`config.mk`:
```
export PLATFORM = sky130hd
export DESIGN_NAME = audio_sample_buffer_flat
export DESIGN_NICKNAME = d
export VERILOG_FILES = /design/src/rtl/audio_sample_buffer_pkg.sv /design/src/rtl/audio_sample_buffer_if.sv /design/src/rtl/audio_sample_buffer_sample_fifo.sv /design/src/rtl/audio_sample_buffer.sv /design/src/flat_wrapper.sv
export SDC_FILE = /design/constraint.sdc
export NUM_CORES = 1
export LEC_CHECK = 0
export BUFFER_PORTS_ARGS = -buffer_cell sky130_fd_sc_hd__buf_2
export CAP_MARGIN = 5
export CORE_UTILIZATION = 44
export DETAILED_ROUTE_END_ITERATION = 6
export REMOVE_ABC_BUFFERS = 1
export SYNTH_ARGS = -nofsm -noshare
export SYNTH_HDL_FRONTEND = slang
export SYNTH_SLANG_ARGS = --single-unit
export TNS_END_PERCENT = 100
```
`constraint.sdc`:
```
create_clock -name i_clk -period 3 [get_ports i_clk]
set_input_delay 0.6 -clock i_clk [delete_from_list [all_inputs] [get_ports i_clk]]
set_output_delay 0.6 -clock i_clk [all_outputs]
set_load 0.02 [all_outputs]
```
`src/rtl/audio_sample_buffer_pkg.sv`:
```
// Shared types for the audio sample buffer: sample width and byte-pairing states.
package audio_sample_buffer_pkg;

   localparam int AUDIO_W = 16;

   typedef logic [AUDIO_W-1:0] sample_t;

   typedef enum logic {
      LO = 1'b0,
      HI = 1'b1
   } pair_state_t;

endpackage

```
`src/rtl/audio_sample_buffer_if.sv`:
```
// Byte-stream, read-enable and status signals between the storage reader/serializer and the buffer.
interface audio_sample_buffer_if #(
   parameter int DEPTH = 32
);
   import audio_sample_buffer_pkg::*;

   logic [7:0]             i_byte;
   logic                   i_byte_valid;
   logic                   o_byte_ready;
   logic                   i_renb;
   logic                   i_flush;
   sample_t                o_audio_data;
   logic [$clog2(DEPTH):0] o_level;
   logic                   o_refill;
   logic [15:0]            o_underrun_cnt;

   modport master (
      output i_byte, i_byte_valid, i_renb, i_flush,
      input  o_byte_ready, o_audio_data, o_level, o_refill, o_underrun_cnt
   );

   modport slave (
      input  i_byte, i_byte_valid, i_renb, i_flush,
      output o_byte_ready, o_audio_data, o_level, o_refill, o_underrun_cnt
   );

endinterface

```
`src/rtl/audio_sample_buffer_sample_fifo.sv`:
```
// Single-clock sample FIFO with registered read data and an explicit level counter.
module sample_fifo
   import audio_sample_buffer_pkg::*;
#(
   parameter int DEPTH = 32
) (
   input  logic                   i_clk,
   input  logic                   i_rst_n,
   input  logic                   i_clr,
   input  logic                   i_wr,
   input  sample_t                i_wdata,
   input  logic                   i_rd,
   output sample_t                o_rdata,
   output logic [$clog2(DEPTH):0] o_level,
   output logic                   o_full,
   output logic                   o_empty
);
   localparam int AW = $clog2(DEPTH);
   localparam int LW = AW + 1;

   sample_t       mem [DEPTH];
   logic [AW-1:0] wr_ptr;
   logic [AW-1:0] rd_ptr;
   logic          do_wr;
   logic          do_rd;

   assign o_full  = (o_level == LW'(DEPTH));
   assign o_empty = (o_level == '0);
   assign do_wr   = i_wr && !o_full;
   assign do_rd   = i_rd && !o_empty;

   always_ff @(posedge i_clk or negedge i_rst_n) begin
      if (!i_rst_n) begin
         wr_ptr  <= '0;
         rd_ptr  <= '0;
         o_level <= '0;
         o_rdata <= '0;
      end else if (i_clr) begin
         wr_ptr  <= '0;
         rd_ptr  <= '0;
         o_level <= '0;
      end else begin
         if (do_wr) wr_ptr <= wr_ptr + 1'b1;
         if (do_rd) begin
            rd_ptr  <= rd_ptr + 1'b1;
            o_rdata <= mem[rd_ptr];
         end
         if (do_wr && !do_rd)      o_level <= o_level + 1'b1;
         else if (do_rd && !do_wr) o_level <= o_level - 1'b1;
      end
   end

   always_ff @(posedge i_clk) begin
      if (do_wr && !i_clr) mem[wr_ptr] <= i_wdata;
   end

endmodule

```
`src/rtl/audio_sample_buffer.sv`:
```
// Pairs little-endian PCM bytes into 16-bit samples and serves one per read-enable edge.
//  state | meaning
//  LO    | waiting for the low byte of the next sample
//  HI    | low byte latched, next accepted byte completes the sample
module audio_sample_buffer
   import audio_sample_buffer_pkg::*;
#(
   parameter int DEPTH = 32
) (
   input  logic                 i_clk,
   input  logic                 i_rst_n,
   audio_sample_buffer_if.slave bus
);
   localparam int             LW   = $clog2(DEPTH) + 1;
   localparam logic [LW-1:0]  HALF = LW'(DEPTH / 2);

   pair_state_t   state;
   logic [7:0]    lo_byte;
   logic          wr_q;
   sample_t       wdata_q;
   logic          renb_q;
   logic          rd_req;
   logic          pop_q;
   logic          und_q;
   logic          accept;
   sample_t       fifo_rdata;
   sample_t       audio_q;
   logic [15:0]   ucnt_q;
   logic [LW-1:0] level;
   logic          full;
   logic          empty;

   assign rd_req = bus.i_renb ^ renb_q;
   assign accept = bus.i_byte_valid && !full;

   assign bus.o_byte_ready   = !full;
   assign bus.o_level        = level;
   assign bus.o_refill       = (level <= HALF);
   assign bus.o_audio_data   = audio_q;
   assign bus.o_underrun_cnt = ucnt_q;

   sample_fifo #(.DEPTH(DEPTH)) u_fifo (
      .i_clk   (i_clk),
      .i_rst_n (i_rst_n),
      .i_clr   (bus.i_flush),
      .i_wr    (wr_q),
      .i_wdata (wdata_q),
      .i_rd    (rd_req),
      .o_rdata (fifo_rdata),
      .o_level (level),
      .o_full  (full),
      .o_empty (empty)
   );

   always_ff @(posedge i_clk or negedge i_rst_n) begin
      if (!i_rst_n) begin
         state   <= LO;
         lo_byte <= '0;
         wr_q    <= 1'b0;
         wdata_q <= '0;
      end else begin
         wr_q <= 1'b0;
         if (bus.i_flush) begin
            state <= LO;
         end else if (accept) begin
            if (state == LO) begin
               lo_byte <= bus.i_byte;
               state   <= HI;
            end else begin
               wdata_q <= {bus.i_byte, lo_byte};
               wr_q    <= 1'b1;
               state   <= LO;
            end
         end
      end
   end

   // Popped data arrives from the FIFO one cycle after the request; the output follows it.
   always_ff @(posedge i_clk or negedge i_rst_n) begin
      if (!i_rst_n) begin
         renb_q  <= 1'b0;
         pop_q   <= 1'b0;
         und_q   <= 1'b0;
         audio_q <= '0;
         ucnt_q  <= '0;
      end else begin
         renb_q <= bus.i_renb;
         if (bus.i_flush) begin
            pop_q   <= 1'b0;
            und_q   <= 1'b0;
            audio_q <= '0;
         end else begin
            pop_q <= rd_req && !empty;
            und_q <= rd_req && empty;
            if (pop_q)      audio_q <= fifo_rdata;
            else if (und_q) audio_q <= '0;
            if (rd_req && empty && (ucnt_q != 16'hFFFF)) ucnt_q <= ucnt_q + 16'd1;
         end
      end
   end

endmodule
```
`src/flat_wrapper.sv`:
```
// flat-port wrapper written by rule: the top's interface ports become plain ports
module audio_sample_buffer_flat import audio_sample_buffer_pkg::*;
#(
   parameter int DEPTH = 32
)
  (i_clk, i_rst_n, bus_i_byte, bus_i_byte_valid, bus_i_renb, bus_i_flush, bus_o_byte_ready, bus_o_audio_data, bus_o_level, bus_o_refill, bus_o_underrun_cnt);
  audio_sample_buffer_if #(.DEPTH(DEPTH)) bus_i ();
  input  logic i_clk;
  input  logic i_rst_n;
  input wire logic [$bits(bus_i.i_byte)-1:0] bus_i_byte;
  input wire logic [$bits(bus_i.i_byte_valid)-1:0] bus_i_byte_valid;
  input wire logic [$bits(bus_i.i_renb)-1:0] bus_i_renb;
  input wire logic [$bits(bus_i.i_flush)-1:0] bus_i_flush;
  output wire logic [$bits(bus_i.o_byte_ready)-1:0] bus_o_byte_ready;
  output wire logic [$bits(bus_i.o_audio_data)-1:0] bus_o_audio_data;
  output wire logic [$bits(bus_i.o_level)-1:0] bus_o_level;
  output wire logic [$bits(bus_i.o_refill)-1:0] bus_o_refill;
  output wire logic [$bits(bus_i.o_underrun_cnt)-1:0] bus_o_underrun_cnt;
  assign bus_i.i_byte = bus_i_byte;
  assign bus_i.i_byte_valid = bus_i_byte_valid;
  assign bus_i.i_renb = bus_i_renb;
  assign bus_i.i_flush = bus_i_flush;
  assign bus_o_byte_ready = bus_i.o_byte_ready;
  assign bus_o_audio_data = bus_i.o_audio_data;
  assign bus_o_level = bus_i.o_level;
  assign bus_o_refill = bus_i.o_refill;
  assign bus_o_underrun_cnt = bus_i.o_underrun_cnt;
  audio_sample_buffer #(.DEPTH(DEPTH)) u_core (.i_clk(i_clk), .i_rst_n(i_rst_n), .bus(bus_i));
endmodule
```
* Word-level counts from Yosys, hierarchy flattened
Memories as Yosys holds them, arrays and structs flattened. A register that Yosys moved wholly into a read port is not among the register bits.
Index checks and enable logic that the tools add are counted.
** Storage, ports and cells
- Register bits :: 77
- Memory bits (writable) :: 512
- Input port bits :: 13
- Output and inout port bits :: 40
- Word-level logic and storage cells :: 68
- Memories kept :: 1
** Memory list
- u_core.u_fifo.mem :: depth 32, width 16, read ports 1, clocked after memory_dff 1, wr ports 1, RTL line audio_sample_buffer_sample_fifo.sv:21 : sample_t mem [DEPTH];
** Cells by class
- $add $sub $neg :: 5
- Magnitude comparators :: 1
- Equal/unequal tests :: 2
- Mux-type cells :: 20
- Bitwise gates (word level) :: 3
- Reductions and logical operators :: 24
** Operator list (count)
- $mux W16 :: 3
- $mux W5 :: 4
- $mux W6 :: 3
- $add A16 B1 Y16 const B :: 1
- $ne A16 B16 Y1 const B :: 1
- $add A5 B1 Y5 const B :: 2
- $mux W1 :: 10
- $logic_and A1 B1 Y1 :: 8
- $add A6 B1 Y6 const B :: 1
- $eq A6 B6 Y1 const B :: 1
- $le A6 B5 Y1 const B :: 1
- $logic_not A1 Y1 :: 6
- $logic_not A6 Y1 :: 1
- $reduce_and A3 Y1 :: 2
- $reduce_bool A2 Y1 :: 3
- $reduce_bool A3 Y1 :: 2
- $sub A6 B1 Y6 const B :: 1
- $reduce_and A2 Y1 :: 2
- $not A1 Y1 :: 2
- $xor A1 B1 Y1 :: 1

* Logic depth before layout (Yosys ltp)
- Word-level depth :: 8
- Mapped depth :: 10
- Depth with buffers taken out :: 10

* Modules after synthesis
From an unflattened synthesis, not the netlist that was laid out.
** Unflattened totals
- Cell total of the unflattened synthesis :: 1252
- Area, all modules :: 23706.5 um^2
** Modules (own cells, without submodules)
- sample_fifo :: instances 1, cells each 1074, area an instance 21149.0 um^2, sequential area each 16175.5 um^2
- audio_sample_buffer :: instances 1, cells each 178, area an instance 2557.5 um^2, sequential area each 1526.5 um^2

* Worst setup path after synthesis
No wires, ideal clock.
- Path kind :: register to register
- Start :: register u_core.u_fifo.o_level[1]
- End :: register u_core.u_fifo.o_level[5]
- Setup time :: 0.128 ns
- Data arrival time :: 2.832 ns
- Required time :: 2.872 ns
- Path slack :: 0.041 ns
- Stages on the path, launching flop included :: 11
- Clock period less this slack :: 2.959 ns
- Cell sequence :: dfrtp_1 nor4_2 a21oi_1 nor2_1 inv_1 ha_1 a211oi_1 o21bai_1 a21oi_1 mux2i_1 mux2_1
** Between the ends
- Cells in the longest elaborated chain, start to end :: 7
** RTL lines
- from (decl) :: RTL line audio_sample_buffer_sample_fifo.sv:14 : output logic [$clog2(DEPTH):0] o_level,
- from (signal assigned) :: RTL line audio_sample_buffer_sample_fifo.sv:48 : if (do_wr && !do_rd) o_level <= o_level + 1'b1;
- from (signal assigned) :: RTL line audio_sample_buffer_sample_fifo.sv:49 : else if (do_rd && !do_wr) o_level <= o_level - 1'b1;
- branches (longest 7 deep; another with $sub A6 B1 Y6)
Several ways; the timed one is not identified. The select of a mux whose other input is x is not followed.
A chain may end at the register's enable or synchronous reset.

* Worst setup path in the final report
Same ends and word-level chain as after synthesis.

==> results by group <==
Finish
  – Area occupied by multi-input gates: 5650 um2
  – Seq. cell area: 17700 um2
  – Utilization after layout: 51.7%
  – Share of post-route cells with drive strength above 1: 26.8%
  – Fillers: 4256
  – Area Overhead vs Synth: 15.2%
  – Final #Nets: 1464

Route
  – Post-route DRC: 2
  – Vias per std cell: 5.68
  – DRT Wirelength: 56500 um
  – Drt initial violations: 1238
  – Wire per inst: 25.9 um
  – Drt pass-1 iters: 7
  – Post-route ant nets: 0
  – DR vias: 12400

Timing
  – Setup violators final: 0
  – Worst clock skew: 11.3 ps
  – Unrepaired setup endpoints after global routing: false
  – Final hold slack: 18.0 ps
  – Hold Vio Cnt, Final: 0
  – Crit path time final: 2790 ps
  – Tcrit/Tclk final: 92.9%
  – Fmax: 359 MHz
  – Max-slew violations: 0
  – Worst Max-Slew Pin Slew: 1220 ps
  – Rel. slew slack: 19.0%

Critical path
  – CP endpoint kind: flop
  – FF-to-FF Start: u_core.u_fifo.o_level[1]$_DFFE_PN0P_
  – CP max FO: 4
  – Reg-to-Reg End: u_core.u_fifo.o_level[5]$_DFFE_PN0P_
  – Worst reg2reg setup slack: 210 ps
  – Worst setup path category: flop to flop
  – CP required: 3500 ps
  – Critical Path, Cell by Cell: nor4_2, buf_4, a21bo_2, nor2_1, inv_1, ha_1, a211oi_1, o21bai_1, a21oi_1, mux2i_1, mux2_1
  – Critical path arrival: 3280 ps
  – Crit-path slowest cell: dfrtp_1
  – CP Launch Type: flop
  – CP peak stage delay: 390 ps
  – Cell count of the worst reg-to-reg path: 11

Min path
  – Hold crit path type: input port to asynchronous set/reset pin

Place
  – Input/output buffers: 52
  – GP Congestion: 0.771
  – DP Wirelength: 33200 um

Synthesis
  – Netlist cell types: 58
  – XOR/XNOR Fraction of Synth Area: 1.03%
  – Main flop type after synthesis: edfxtp_1
  – Post-synthesis adder-cell area fraction: 0.612%
  – Simple-Gate Fraction of Synth Area: 3.87%
  – Post-synth EDFFs: 512
  – Synth Area in Compound Gates: 5.19%
  – Post-synthesis sequential area ratio: 74.7%
  – Largest family of logic cells by synthesized area: multiplexers
  – Post-Syn Area: 23700 um2
  – Seq cells post-synth: 605
  – Yosys warnings: 0
  – Syn Inst Count: 1303
  – Async SR Flop Fraction: 15.4%
  – Post-synthesis mux area share: 13.0%
  – Mapped Avg Cell Area: 18.2 um2

Floorplanning
  – Die height: 234 um
  – I/O pins: 53
  – Die ar.: 54800 um2
  – CORE AREA: 52900 um2
  – Initial core utilization: 44.8%
  – Die width: 234 um
  – Rows: 84

Clock network
  – Number of cells upsized or downsized after cts: 0
  – Skew-Pair Late Insertion Delay: 620 ps
  – TritonCTS Buffers: 61
  – CTS Root Cell: clkbuf_16
  – CTS tree: yes
  – Clock Sink Count: 605
  – Clock-pin slew on the worst setup and hold paths: 60 ps
  – Deepest clock path buffer count: 3
  – Hold-fix buffers, CTS: 0
  – Setup repair bufs after CTS: 0
  – # H-tree levels: 2

GRT
  – Pin count of the biggest net entering global routing: 55
  – GR peak layer: met2
  – Met1 GRT Util: 30.3%
  – Total track usage: 21.2%
  – First-pass GRT wire length: 83200 um
  – M3 GR Usage: 3.60%
  – GR Util met2: 32.9%
  – Remaining Overflow, GRT: 0
  – Initial antenna violation count: 2
  – Vias in the first global route: 12600

Power and ir drop
  – Worst vdd ir: 522 uV
  – Pwr dens: 839 nW/um2
  – LEAKAGE: 0.00936 uW

Outcome
  – Outcome: finished with violations
  – Failing checks: DRC

Run
  – Max-cap violations: 0
[Yosys cell counts (4+ instances only)]
cell type / n / share of area (%)
and3_1: 4 / 0.11
a221oi_1: 16 / 0.59
nand2_1: 37 / 0.59
buf_6: 4 / 0.19
nor3_1: 5 / 0.11
xor2_1: 8 / 0.30
xnor2_1: 20 / 0.74
ha_1: 10 / 0.53
o31ai_1: 15 / 0.48
mux2i_1: 98 / 4.1
a21oi_1: 7 / 0.15
buf_1: 7 / 0.11
edfxtp_1: 512 / 65
buf_2: 16 / 0.34
dfrtp_1: 93 / 9.8
mux2_2: 119 / 5.7
nand3_1: 7 / 0.15
o221ai_1: 15 / 0.55
a22o_1: 46 / 1.7
mux4_2: 33 / 3.1
nor2b_1: 5 / 0.13
o22ai_1: 47 / 1.2
nor2_1: 58 / 0.92
nand4_1: 12 / 0.32
inv_1: 7 / 0.11
buf_4: 12 / 0.38
or3_1: 4 / 0.11
clkbuf_1: 28 / 0.44
nand3b_1: 5 / 0.16
or4_1: 15 / 0.48
[flip-flops by register name, summed over array words and instances (netlist names)]
name,flops
u_core.bus.o_audio_data,16
u_core.u_fifo.rd_ptr,5
u_core.u_fifo.o_rdata,16
u_core.bus.o_underrun_cnt,16
u_core.lo_byte,8
u_core.renb_q,1
u_core.wdata_q,16
u_core.u_fifo.mem,512
u_core.u_fifo.wr_ptr,5
u_core.pop_q,1
u_core.wr_q,1
u_core.state,1
u_core.u_fifo.o_level,6
u_core.und_q,1
[power by group]
group          total [uW]  switching (uW)  internal (uW)
Combinational        4260            2550           1700
Sequential          11200             633          10600
Clock                7450            3160           4290
Total               22900            6350          16600
[cell families after synthesis]
logic type	Yosys count
AOI/OAI and AO/OA	160
xor gates and xnor gates	28
DFF	605
buffers and inverters	75
muxes	252
and+or+nand+nor	172
adders and majority gates	11
[per-stage QoR]
step / power [uW] / worst slack [ps] / cells / setup TNS, ps / area [um2]
floorplan: 13800 / -4930 / 1236 / -99750 / 23400
global placement: 15500 / 195 / 2065 / 0 / 25300
detailed placement: 15700 / 171 / 2065 / 0 / 25300
CTS: 23100 / 250 / 2179 / 0 / 27300
global route: 23700 / 48.1 / 2179 / 0 / 27300
finish: 22900 / 214 / 2181 / 0 / 27300
[critical path: cells and delay by family (launching register included)]
family / cells / cell delay, ps
simple gates: 2 / 370
fa+ha+maj: 1 / 260
flops: 1 / 390
compound gates: 4 / 790
buf+inv: 2 / 300
mux: 2 / 550
[worst max-delay path by stage]
stage                                                 endpoint                                 start  slack [ps]
after floorplan           u_core.u_fifo.o_rdata[0]$_DFFE_PN0P_   u_core.u_fifo.rd_ptr[0]$_DFFE_PN0P_       -4930
after global placement    u_core.u_fifo.o_level[5]$_DFFE_PN0P_                            bus_i_renb         200
after CTS                 u_core.u_fifo.o_level[5]$_DFFE_PN0P_  u_core.u_fifo.o_level[1]$_DFFE_PN0P_         250
after global routing      u_core.u_fifo.o_level[5]$_DFFE_PN0P_  u_core.u_fifo.o_level[1]$_DFFE_PN0P_          50
final                     u_core.u_fifo.o_level[5]$_DFFE_PN0P_  u_core.u_fifo.o_level[1]$_DFFE_PN0P_         210
after detailed placement  u_core.u_fifo.o_level[5]$_DFFE_PN0P_                            bus_i_renb         170
[cell usage in the layout, fill, tap and decap left out, types with 7 or more instances in the layout]
cell / n
mux2_2: 119
ha_1: 10
o31ai_1: 15
mux2i_1: 98
nor2_1: 58
edfxtp_1: 512
clkinv_1: 10
a22o_1: 46
o22ai_1: 47
nand2_1: 37
buf_4: 77
mux4_2: 33
clkbuf_1: 12
or4_1: 15
clkbuf_16: 61
xor2_1: 8
buf_12: 13
a21oi_1: 7
xnor2_1: 20
nand4_1: 12
dfrtp_1: 92
a221oi_1: 16
clkinv_2: 15
buf_2: 51
inv_1: 7
nand3_1: 7
o221ai_1: 15
[layer usage]
metal  part of all wire, %  up-vias
met5                     0        -
met4                   2.8        0
met3                   5.4       81
met2                    47      352
met1                    45     6467
li1                      -     5495
[cell type report]
| cell class | count | share of cell area (%) |
|---|---|---|
| well taps | 688 | 3.15 |
| diodes | 2 | 0.0183 |
| inverters | 8 | 0.110 |
| repair buffers | 141 | 4.00 |
| clock inverters | 36 | 1.19 |
| multi-input cells | 623 | 20.7 |
| flip-flops and latches | 605 | 64.8 |
| clock buffers | 78 | 6.01 |
No activity file was read; power rests on OpenSTA's default activity.
